<file path="src/rtl/issue_scoreboard.sv">
// -----------------------------------------------------------------------------
// issue_scoreboard
//
// Purpose:
//   A single-entry issue stage that sits between the decode register and the
//   execution units (ALU and load/store unit). It holds one decoded
//   instruction and tracks pending register writes in a 32-entry busy
//   scoreboard. The held instruction is released to its target unit only when
//   its source and destination registers are free and that unit can take it.
//   Completions from either unit clear busy bits. A completion can release a
//   dependent instruction in the same cycle it arrives.
//
// Ports:
//   clk, reset_n                  clock; asynchronous active-low reset
//   flush                         discard the held instruction (synchronous)
//   in_valid / in_ready           decode handshake
//   in_rd, in_rs1, in_rs2         register indices; unused sources arrive as 0
//   in_regwrite, in_loadstore     writes rd / route to LSU (1) or ALU (0)
//   in_payload                    opaque decoded fields, passed through as-is
//   alu_issue_valid / _ready      ALU issue handshake
//   lsu_issue_valid / _ready      LSU issue handshake
//   issue_rd, issue_regwrite,
//   issue_payload                 held instruction fields, shared by both ports
//   alu_done, alu_done_rd         ALU completion
//   lsu_done, lsu_done_rd         LSU completion (every op; rd=0 for stores)
//   busy_vec                      scoreboard; bit 0 is always 0
//   stall_cycles                  saturating count of held-but-blocked cycles
// -----------------------------------------------------------------------------
module issue_scoreboard #(
  parameter int PAYLOAD_W   = 64,
  parameter int LSU_MAX_OUT = 2
) (
  input  logic                 clk,
  input  logic                 reset_n,
  input  logic                 flush,
  input  logic                 in_valid,
  output logic                 in_ready,
  input  logic [4:0]           in_rd,
  input  logic [4:0]           in_rs1,
  input  logic [4:0]           in_rs2,
  input  logic                 in_regwrite,
  input  logic                 in_loadstore,
  input  logic [PAYLOAD_W-1:0] in_payload,
  output logic                 alu_issue_valid,
  input  logic                 alu_issue_ready,
  output logic                 lsu_issue_valid,
  input  logic                 lsu_issue_ready,
  output logic [4:0]           issue_rd,
  output logic                 issue_regwrite,
  output logic [PAYLOAD_W-1:0] issue_payload,
  input  logic                 alu_done,
  input  logic [4:0]           alu_done_rd,
  input  logic                 lsu_done,
  input  logic [4:0]           lsu_done_rd,
  output logic [31:0]          busy_vec,
  output logic [15:0]          stall_cycles
);

  typedef enum logic {EMPTY = 1'b0, HELD = 1'b1} state_t;

  localparam logic [2:0] LSU_MAX = 3'(LSU_MAX_OUT);

  state_t               state_reg, state_next;
  logic [4:0]           rd_reg, rs1_reg, rs2_reg;
  logic                 regwrite_reg, loadstore_reg;
  logic [PAYLOAD_W-1:0] payload_reg;
  logic [31:0]          busy_reg, busy_next;
  logic [2:0]           lsu_out_reg, lsu_out_next;
  logic [15:0]          stall_reg, stall_next;

  logic [31:0] done_clr;   // bits named by this cycle's completions
  logic [31:0] set_mask;   // bit set by this cycle's fire
  logic [31:0] eff_busy;   // scoreboard with same-cycle completions bypassed
  logic        clear;
  logic        lsu_dec;
  logic [2:0]  lsu_out_eff;
  logic        alu_fire, lsu_fire, fire, accept;

  // Completion and set decoders, one per scoreboard entry.
  generate
    for (genvar gi = 0; gi < 32; gi++) begin : g_sb
      assign done_clr[gi] = (alu_done && (alu_done_rd == 5'(gi))) ||
                            (lsu_done && (lsu_done_rd == 5'(gi)));
      if (gi == 0) begin : g_zero
        // x0 is never a real destination, so it never becomes busy.
        assign set_mask[gi] = 1'b0;
      end else begin : g_set
        assign set_mask[gi] = fire && regwrite_reg && (rd_reg == 5'(gi));
      end
    end
  endgenerate

  assign eff_busy = busy_reg & ~done_clr;

  // RAW on both sources, plus WAW on the destination. The WAW check keeps
  // two writes to the same register from being outstanding at once.
  assign clear = ~eff_busy[rs1_reg] & ~eff_busy[rs2_reg] &
                 ~(regwrite_reg & eff_busy[rd_reg]);

  // An LSU completion in this cycle frees a slot right away, in the same way
  // a completion bypasses the busy bits. A completion with nothing
  // outstanding is ignored.
  assign lsu_dec     = lsu_done & (lsu_out_reg != 3'd0);
  assign lsu_out_eff = lsu_out_reg - {2'b00, lsu_dec};

  // Next-state logic and handshake outputs. The valids are computed before
  // fire; neither valid depends on a ready input.
  always_comb begin
    state_next      = state_reg;
    alu_issue_valid = 1'b0;
    lsu_issue_valid = 1'b0;
    alu_fire        = 1'b0;
    lsu_fire        = 1'b0;
    fire            = 1'b0;
    in_ready        = 1'b0;
    accept          = 1'b0;

    if (state_reg == HELD && !flush && clear) begin
      alu_issue_valid = ~loadstore_reg;
      lsu_issue_valid = loadstore_reg & (lsu_out_eff < LSU_MAX);
    end
    alu_fire = alu_issue_valid & alu_issue_ready;
    lsu_fire = lsu_issue_valid & lsu_issue_ready;
    fire     = alu_fire | lsu_fire;
    in_ready = ~flush & ((state_reg == EMPTY) | fire);
    accept   = in_valid & in_ready;

    if (flush)       state_next = EMPTY;
    else if (accept) state_next = HELD;
    else if (fire)   state_next = EMPTY;
  end

  // When a bit is set and cleared on the same edge, the set wins. A new
  // write to rd must stay pending even if an older write to rd completes.
  assign busy_next = eff_busy | set_mask;

  always_comb begin
    lsu_out_next = lsu_out_reg;
    case ({lsu_fire, lsu_dec})
      2'b10:   lsu_out_next = lsu_out_reg + 3'd1;
      2'b01:   lsu_out_next = lsu_out_reg - 3'd1;
      default: lsu_out_next = lsu_out_reg;
    endcase
  end

  always_comb begin
    stall_next = stall_reg;
    if (state_reg == HELD && !fire && !flush && stall_reg != 16'hFFFF)
      stall_next = stall_reg + 16'd1;
  end

  always_ff @(posedge clk or negedge reset_n) begin
    if (!reset_n) begin
      state_reg <= EMPTY;
    end else begin
      state_reg <= state_next;
    end
  end

  always_ff @(posedge clk or negedge reset_n) begin
    if (!reset_n) begin
      rd_reg        <= '0;
      rs1_reg       <= '0;
      rs2_reg       <= '0;
      regwrite_reg  <= 1'b0;
      loadstore_reg <= 1'b0;
      payload_reg   <= '0;
      busy_reg      <= '0;
      lsu_out_reg   <= '0;
      stall_reg     <= '0;
    end else begin
      if (accept) begin
        rd_reg        <= in_rd;
        rs1_reg       <= in_rs1;
        rs2_reg       <= in_rs2;
        regwrite_reg  <= in_regwrite;
        loadstore_reg <= in_loadstore;
        payload_reg   <= in_payload;
      end
      busy_reg    <= busy_next;
      lsu_out_reg <= lsu_out_next;
      stall_reg   <= stall_next;
    end
  end

  assign issue_rd       = rd_reg;
  assign issue_regwrite = regwrite_reg;
  assign issue_payload  = payload_reg;
  assign busy_vec       = busy_reg;
  assign stall_cycles   = stall_reg;

endmodule

</file>
<file path="config.mk">
export PLATFORM = sky130hd
export DESIGN_NAME = issue_scoreboard
export DESIGN_NICKNAME = d
export VERILOG_FILES = /design/src/rtl/issue_scoreboard.sv
export SDC_FILE = /design/constraint.sdc
export NUM_CORES = 1
export LEC_CHECK = 0
export BUFFER_PORTS_ARGS = -buffer_cell sky130_fd_sc_hd__buf_4
export CORE_MARGIN = 1.5
export CORE_UTILIZATION = 39
export CTS_BUF_LIST = sky130_fd_sc_hd__clkbuf_4 sky130_fd_sc_hd__clkbuf_8
export DETAILED_ROUTE_END_ITERATION = 8
export GPL_ROUTABILITY_DRIVEN = 0
export GPL_TIMING_DRIVEN = 0
export MAX_ROUTING_LAYER = met4
export PLACE_DENSITY = 0.69
export SLEW_MARGIN = 20
export SYNTH_ARGS = -nofsm -noshare
export SYNTH_HDL_FRONTEND = slang
export SYNTH_SLANG_ARGS = --single-unit
</file>
<file path="constraint.sdc">
create_clock -name clk -period 3.4 [get_ports clk]
set_clock_uncertainty 0.2 [all_clocks]
set_input_delay 0 -clock clk [delete_from_list [all_inputs] [get_ports clk]]
set_output_delay 0 -clock clk [all_outputs]
set_load 0.005 [all_outputs]
</file>
==> results_dict.tcl <==
set metrics [dict create \
    status "complete, but fails checks" \
    violations "setup timing" \
    die_w_um 136 \
    io_buffers 218 \
    cts_num_sinks 133 \
    synthFlopType "dfrtp_1" \
    final_nets 1108 \
    tightestPinTransition_ps 734 \
    yosysMostFrequentCell "dfrtp_1" \
    clock.fmax_mhz 277 \
    fill_cells 1277 \
    synth_cell_type_count 64 \
    grt_pass1_wl_um 38700 \
    track_usage 0.285 \
    drc 0 \
    ys_warn_count 0 \
    yosysSeqAreaShare 0.485 \
    largest_reg_flops 64 \
    finalCritPeriodShare 1.06 \
    cts_inserted_buffers 17 \
    worst_setup_path_end_kind "register" \
    drt_iter0_drc 636 \
    hold_viol_final 0 \
    stdcell_count 1243 \
    post-synth-top-area-fraction 0.485 \
    slew_headroom 0.511 \
    area_growth_pct 65.5 \
    grt_overflow 0 \
    clk_path_buf_depth 2 \
    async_flop_share 1.00 \
    clkTransAtPathRegs_ps 70 \
    via_count 7152 \
    n_antenna_cell 0 \
    synthCells 622 \
    synth.avg_cell_area_um2 11.0 \
    setup_viol 84 \
    syn-cell-area_mm2 0.00687 \
    ys_top_cells_by_count "dfrtp_1, mux2_1, nor2_1, o221ai_1, nand2_1" \
    dr.pass1.iters 6 \
    p_leak_nw 5.14 \
    crit_chain "buf_4 -> nor2b_4 -> a22oi_2 -> o22ai_2 -> nor3_2 -> nand2_1 -> or4_4 -> or3_4 -> or3b_4 -> ha_4 -> inv_2 -> fa_2 -> xor2_1 -> nor2_1 -> xor2_1" \
    grt_setup_unrepaired "true" \
    syn-num-nets 725 \
    min_path_type "input port to register" \
    cpPeakStageDelay_ps 470 \
    placedCellCount 1066 \
    fp-row-count 48 \
    crit_path_frequent_cell "xor2_1" \
    worst_path_max_delay_cell "dfrtp_2" \
    grt_max_degree 77 \
    drive_gt1_frac 0.405 \
    critical_path.startpoint_type "register" \
    slew_violations 0 \
    io-pin-count 220 \
    core_area_mm2 0.0172 \
    grt_pass1_vias 7221 \
    synth-edff-count 0 \
    post_drt_wl_per_cell_um 20.7 \
    crit_arrival_ps 3740 \
    h-tree-depth 4 \
    peakVddDrop_uv 306 \
    hpwl_um 16300 \
    ant_nets 0 \
    ys_ff_latch 133 \
    ys_top_cells_by_area "dfrtp_1, mux2_1, o221ai_1, nor2_1, o31ai_1" \
    critPathMaxFanout 6 \
    power_density_mw_per_mm2 488 \
    insertion_delay_ps 450 \
    drt-total-wl_um 25700 \
    holdWs_ps 50.1 \
    setup_ws_ps -205 \
    yosysTopAreaCell "dfrtp_1" \
    die_area_mm2 0.0184 \
    start_util 0.398 \
    cap_violations 0 \
    period_needed_ps 3610 \
    antenna_found_initial 0 \
    die-height_um 136 \
    via_per_inst 5.75 \
    pre_cts_ws_ps -655 \
    crit_required_ps 3530 \
    cts_tree "built" \
    clockRootBuffer "clkbuf_8" \
    crit_type "register to register" \
]
where the power goes:
group          leakage (nW)  internal, W  switching, W  total, W
Combinational          3.30      0.00113      0.000990   0.00212
Clock                 0.185     0.000655      0.000658   0.00131
Sequential             1.66      0.00187      0.000244   0.00212
worst max-delay path: cells and delay by family, from the launching register on:
family          cells  cell delay, ps
fa+ha+maj           2             350
compound gates      2             410
simple gates        7            1590
xor+xnor            2             280
flops               1             470
buf+inv             2             200
placed cells by master, fill, tap and decap left out, types with 6 or more instances in the layout:
cell           instances
nor3_1                13
a21oi_1                8
dfrtp_2                7
buf_8                  6
buf_4                257
o21ai_0               22
and3_1                 9
nand2b_1               7
clkbuf_1              10
nor2b_1                6
nand3_1               23
xor2_1                18
mux2i_1                8
dfrtp_1              126
nand4b_1               7
nor2_1                44
inv_1                 12
nand4_1                7
mux2_4                10
dlygate4sd3_1         93
clkbuf_8              20
clkinvlp_4             8
clkbuf_4               6
o31ai_1               20
o221ai_1              24
nand2_1               20
bufbuf_16              7
buf_12                 8
mux2_1                70
cell families (layout without fill, tap and decap cells):
group                      count (synthesis)  in the layout  synth area share
and+or+nand+nor                          188            188             0.150
DFF                                      133            133             0.485
AOI/OAI and AO/OA                        131            131             0.144
muxes                                     91             91             0.148
buffers and inverters                     55            451            0.0395
xor gates and xnor gates                  20             20            0.0255
adders and majority gates                  4              4           0.00838
timing repair:
item / CTS / global route
endpoints found under the setup margin: 126 / 113
gates resized for setup: 85 / 44
hold buffers: 94 / 0
cloned: 9 / 1
setup buffers: 20 / 22
pin swaps: 18 / 23
hold endpoints to repair: 224 / 0
worst paths after layout:
| path | from | end | slack [ps] | depth (start not counted) |
|---|---|---|---|---|
| min in group asynchronous | reset_n | issue_payload[16]$_DFFE_PN0P_ | 470 | 4 |
| min reg2reg | issue_payload[40]$_DFFE_PN0P_ | issue_payload[40]$_DFFE_PN0P_ | 290 | 1 |
| max reg2reg | rs2_reg[0]$_DFFE_PN0P_ | lsu_out_reg[2]$_DFFE_PN0P_ | -210 | 15 |
| max in group asynchronous | reset_n | rs1_reg[4]$_DFFE_PN0P_ | 2140 | 4 |
| max | rs2_reg[0]$_DFFE_PN0P_ | lsu_out_reg[2]$_DFFE_PN0P_ | -210 | 15 |
| min | lsu_done_rd[3] | busy_vec[11]$_DFF_PN0_ | 50 | 4 |
cell type report:
type,count,area [um^2],area share
multi-input combinational,434,3650,0.321
sequential,133,3340,0.294
timing repair buffer,365,3280,0.289
buffer,33,332,0.0292
clock buffer,22,290,0.0255
tap,225,282,0.0248
inverter,21,100,0.00880
clock inverter,10,98.8,0.00869
through the flow:
stage / instance area [um^2] / TNS (ps) / power (W) / util
6_report: 11400 / -13500 / 0.00555 / 0.660
3_3_place_gp: 8890 / -79580 / 0.00363 / 0.516
3_5_place_dp: 8920 / -69970 / 0.00367 / 0.518
4_1_cts: 11000 / -9950 / 0.00533 / 0.639
2_1_floorplan: 6970 / -16.4 / 0.00287 / -
5_1_grt: 11400 / -17630 / 0.00580 / 0.660
per-layer routing:
layer  GRT usage  wire length, um
met3      0.0629             2490
met4       0.151             1260
met1       0.349             9860
met2       0.441            12100
met5           -                0
No activity file was read; power rests on OpenSTA's default activity.
